`src/rtl/uart_tx_arbiter.sv`:
```
// Packet-granular round-robin arbiter that shares one uart_byte_tx among
// NUM_REQ byte-stream requesters, revoking a grant that stalls mid-packet.
module uart_tx_arbiter #(
    parameter int unsigned NUM_REQ     = 4,
    parameter int unsigned GAP_TIMEOUT = 50_000_000,
    parameter int unsigned CNT_W       = 26
) (
    input  logic                 clk,
    input  logic                 rst_n,
    input  logic [NUM_REQ-1:0]   i_REQ_Valid,
    input  logic [8*NUM_REQ-1:0] i_REQ_Data,
    input  logic [NUM_REQ-1:0]   i_REQ_Last,
    output logic [NUM_REQ-1:0]   o_REQ_Ready,
    output logic [7:0]           o_TXD_Din,
    output logic                 o_TXD_En,
    input  logic                 i_TXD_Done,
    output logic [NUM_REQ-1:0]   o_Grant,
    output logic                 o_Abort,
    output logic [15:0]          o_Pkt_Cnt
);
    localparam int unsigned PTR_W = $clog2(NUM_REQ);

    typedef enum logic [1:0] {IDLE, LOAD, WAIT} state_t;

    state_t           state;
    logic [PTR_W-1:0] ptr;
    logic [PTR_W-1:0] gnt_idx;
    logic [PTR_W-1:0] sel_idx;
    logic [PTR_W-1:0] next_ptr;
    logic             sel_found;
    logic             last_r;
    logic             hs;
    logic [CNT_W-1:0] gap_cnt;
    logic [15:0]      pkt_cnt;
    logic [7:0]       req_byte;

    // First valid requester scanning upward from the pointer, with wrap.
    always_comb begin
        int unsigned idx;
        idx       = 0;
        sel_idx   = '0;
        sel_found = 1'b0;
        for (int unsigned i = 0; i < NUM_REQ; i++) begin
            idx = (32'(ptr) + i) % NUM_REQ;
            if (!sel_found && i_REQ_Valid[PTR_W'(idx)]) begin
                sel_found = 1'b1;
                sel_idx   = PTR_W'(idx);
            end
        end
    end

    always_comb begin
        hs          = (state == LOAD) && i_REQ_Valid[gnt_idx];
        req_byte    = i_REQ_Data[{gnt_idx, 3'b000} +: 8];
        next_ptr    = (gnt_idx == PTR_W'(NUM_REQ - 1)) ? '0 : gnt_idx + 1'b1;
        o_REQ_Ready = (state == LOAD) ? o_Grant : '0;
        o_Pkt_Cnt   = pkt_cnt;
    end

    always_ff @(posedge clk or negedge rst_n) begin
        if (!rst_n) begin
            state     <= IDLE;
            ptr       <= '0;
            gnt_idx   <= '0;
            o_Grant   <= '0;
            o_TXD_Din <= '0;
            o_TXD_En  <= 1'b0;
            o_Abort   <= 1'b0;
            last_r    <= 1'b0;
            gap_cnt   <= '0;
            pkt_cnt   <= '0;
        end else begin
            o_TXD_En <= 1'b0;
            o_Abort  <= 1'b0;
            case (state)
                IDLE: begin
                    if (sel_found) begin
                        gnt_idx <= sel_idx;
                        o_Grant <= NUM_REQ'(1) << sel_idx;
                        gap_cnt <= '0;
                        state   <= LOAD;
                    end
                end
                LOAD: begin
                    if (hs) begin
                        o_TXD_Din <= req_byte;
                        last_r    <= i_REQ_Last[gnt_idx];
                        o_TXD_En  <= 1'b1;
                        gap_cnt   <= '0;
                        state     <= WAIT;
                    end else if (gap_cnt == CNT_W'(GAP_TIMEOUT - 1)) begin
                        o_Abort <= 1'b1;
                        o_Grant <= '0;
                        ptr     <= next_ptr;
                        gap_cnt <= '0;
                        state   <= IDLE;
                    end else begin
                        gap_cnt <= gap_cnt + 1'b1;
                    end
                end
                WAIT: begin
                    if (i_TXD_Done) begin
                        gap_cnt <= '0;
                        if (last_r) begin
                            pkt_cnt <= pkt_cnt + 16'd1;
                            ptr     <= next_ptr;
                            o_Grant <= '0;
                            state   <= IDLE;
                        end else begin
                            state <= LOAD;
                        end
                    end
                end
                default: state <= IDLE;
            endcase
        end
    end
endmodule

```
`config.mk`:
```
export PLATFORM = sky130hd
export DESIGN_NAME = uart_tx_arbiter
export DESIGN_NICKNAME = d
export VERILOG_FILES = /design/src/rtl/uart_tx_arbiter.sv
export SDC_FILE = /design/constraint.sdc
export NUM_CORES = 1
export LEC_CHECK = 0
export ABC_AREA = 1
export CAP_MARGIN = 0
export CORE_ASPECT_RATIO = 0.8
export CORE_MARGIN = 8
export CORE_UTILIZATION = 53
export CTS_CLUSTER_SIZE = 16
export DETAILED_ROUTE_END_ITERATION = 7
export MAX_ROUTING_LAYER = met4
export PLACE_DENSITY = 0.8
export SYNTH_ARGS = -nofsm -noshare
export SYNTH_HDL_FRONTEND = slang
export SYNTH_SLANG_ARGS = --single-unit
```
`constraint.sdc`:
```
create_clock -name clk -period 2.5 [get_ports clk]
set_input_delay 0.5 -clock clk [delete_from_list [all_inputs] [get_ports clk]]
set_output_delay 0.5 -clock clk [all_outputs]
set_load 0.03 [all_outputs]
```
==> flow_summary.yaml <==
critical_path:
  path_cells: "ha_1, nand2_1, nor2_2, inv_1, nor2_1, nand3_1, nand2_1, nand4_1, nand2_1, o21ai_1"
  max_stage_delay_ps: 500
  cp-end-kind: "flip-flop"
  worst_setup_path_start_kind: "flip-flop"
  crit_top_cell: "nand2_1"
  critPathTopFamily: "simple AND/OR/NAND/NOR gates"
  cp.arrival_ps: 2370
  r2r_slack_ps: 360
  worstPathMaxFanout: 7
  critical_path_required_ps: 2730
  path_class: "flip-flop to flip-flop"
  critPathBufInv: 1
  slowest_stage: "dfrtp_1"
clock_tree:
  cts_max_path_buffers: 2
  clock_sinks: 63
  ctsResizeCount: 0
  clk_pin_slew_ps: 70
  hold_buffers: 0
  cts_made_buffers: 9
  clk_latency_ps: 360
  cts_setup_buffers: 0
  htree_levels: 3
  cts_tree: "yes"
  clock-root-buffer: "clkbuf_8"
drt:
  postRouteAntennaNets: 0
  avgViaCountPerCell: 5.32
  drt_wl_total_microns: 11900
  wl_per_cell_microns: 14.9
  dr.pass1.iters: 6
  vias: 4248
  drc: 0
  drt_iter0_markers: 311
grt:
  grt_pass1_vias: 4143
  grt-ovfl-total: 0
  grt_pass1_wl_microns: 19900
  grt.total_usage: 0.236
  grt_max_degree: 44
  antenna_found_initial: 0
final_layout:
  n_fill_cell: 687
  antenna_cells: 0
  layout_commonest_cell: "nand2_1"
  nets: 737
  area_growth_pct: 25.0
  drive_above_1_share: 0.112
  fin_area_sq_mm: 0.00535
  seq_area_sq_mm: 0.00158
  final_cell_mix: "nand2_1, nor2_1, clkdlybuf4s50_1, dfrtp_1, inv_1"
  multi_input_area_sq_mm: 0.00237
placed_design:
  gp_congestion: 0.945
  dpl_cell_area_sq_mm: 0.00516
  numPortBuffers: 76
  dp_slack_ps: 165
  hpwl_microns: 9240
timing:
  layout_min_cycle_time_ps: 2140
  clock_skew_ps: 11.9
  period_share: 0.857
  worst_slack_ps: 357
  maxSlewViolCount: 0
  maxSlewHeadroom: 0.649
  tightest_slew_ps: 527
  setup_viol: 0
  rsz0062_at_grt: "no"
  tns_ps: 0
  hold_viol_final: 0
  max_freq_ghz: 0.467
yosys:
  syn_inst: 603
  ys_seq_area_frac: 0.369
  ys_seq_elements: 63
  synth_area_sq_mm: 0.00428
  yosys.cell_types.count: 38
  synth_nets: 653
  post_synth.cell_area_avg_sq_um: 7.09
  ys_warn_count: 0
die:
  die_x_microns: 116
  coreArea_sq_mm: 0.00787
  initial_core_util: 0.543
  die_h_microns: 96.3
  dieArea_sq_mm: 0.0112
  rows: 29
  pin_count: 77
min_path:
  hp-class: "input port to asynchronous set/reset pin"
pwr:
  ir_drop_mv: 0.639
  powerDensity_mw_per_mm2: 896
  power_leakage_nw: 2.42
status:
  status: "complete, no violations"
job:
  maxCapViolations: 0
==> cell usage after synthesis (all sizes together) <==
| master | n | share of area |
|---|---|---|
| clkinv | 1 | 0.00088 |
| and3 | 1 | 0.0015 |
| inv | 55 | 0.049 |
| mux2 | 1 | 0.0026 |
| nand3 | 48 | 0.067 |
| dfrtp | 63 | 0.37 |
| nor2 | 98 | 0.088 |
| xnor2 | 9 | 0.018 |
| o21ai | 47 | 0.062 |
| nand3b | 2 | 0.0044 |
| or2 | 5 | 0.0073 |
| o22ai | 2 | 0.0029 |
| clkbuf | 7 | 0.0061 |
| o32ai | 9 | 0.018 |
| a21o | 2 | 0.0035 |
| buf | 9 | 0.021 |
| nand4 | 19 | 0.031 |
| nor4 | 2 | 0.0029 |
| nand2 | 189 | 0.18 |
| xor2 | 12 | 0.025 |
| ha | 7 | 0.020 |
| nor3 | 10 | 0.012 |
| o21bai | 1 | 0.0018 |
| a21oi | 4 | 0.0047 |
==> sequential cells by signal, summed over array words and instances (netlist names) <==
register / flops
ptr: 2
o_Pkt_Cnt: 16
gap_cnt: 26
last_r: 1
o_Abort: 1
o_TXD_En: 1
gnt_idx: 2
o_TXD_Din: 8
state: 2
o_Grant: 4
==> report_power, final <==
group,total (mW),internal (mW),switching (mW)
registers,1.36,1.19,0.169
logic,2.56,0.876,1.68
clock network,0.867,0.472,0.395
==> kinds of logic after synthesis <==
kind of cell	share of synthesized area
AND/OR/NAND/NOR	0.394
buffers and inverters	0.0778
AO/OA/AOI/OAI	0.0933
flip-flops	0.369
XOR/XNOR	0.0430
adder cells (fa/ha/maj)	0.0205
multiplexers	0.00263
==> stage by stage <==
step / total power [mW] / utilization / hold slack [ps] / std cells
after detailed placement: 3.92 / 0.656 / 469 / 784
after global placement: 3.83 / 0.656 / 461 / 784
after CTS: 4.81 / 0.679 / 116 / 798
after floorplan: 3.17 / - / 204 / 603
final: 4.79 / 0.679 / 116 / 798
after global routing: 5.13 / 0.679 / 149 / 798
==> area by class of cell <==
| type | count | share of cell area |
|---|---|---|
| tap | 108 | 0.0253 |
| clock inverter | 4 | 0.00889 |
| timing repair buffer | 89 | 0.162 |
| clock buffer | 10 | 0.0257 |
| sequential | 63 | 0.295 |
| multi-input combinational | 468 | 0.443 |
| inverter | 56 | 0.0402 |
==> final timing paths <==
| check | start | to | cells after the start |
|---|---|---|---|
| max | gap_cnt[0]$_DFFE_PN0P_ | o_Grant[2]$_DFFE_PN0P_ | 10 |
| min | rst_n | gap_cnt[12]$_DFFE_PN0P_ | 1 |
| max reg2reg | gap_cnt[0]$_DFFE_PN0P_ | o_Grant[2]$_DFFE_PN0P_ | 10 |
| min reg2reg | o_Pkt_Cnt[15]$_DFFE_PN0P_ | o_Pkt_Cnt[15]$_DFFE_PN0P_ | 1 |
| max in group asynchronous | rst_n | o_Pkt_Cnt[13]$_DFFE_PN0P_ | 2 |
| min in group clk | o_Pkt_Cnt[15]$_DFFE_PN0P_ | o_Pkt_Cnt[15]$_DFFE_PN0P_ | 1 |
==> layer usage <==
| layer | global-route usage | part of all wire | up-vias |
|---|---|---|---|
| met4 | 0.0797 | 0.014 | 0 |
| met5 | - | 0 | - |
| met1 | 0.308 | 0.47 | 1935 |
| li1 | - | - | 2119 |
| met2 | 0.343 | 0.43 | 179 |
| met3 | 0.0708 | 0.088 | 15 |
Note: power is estimated with default switching activity, not from simulation.
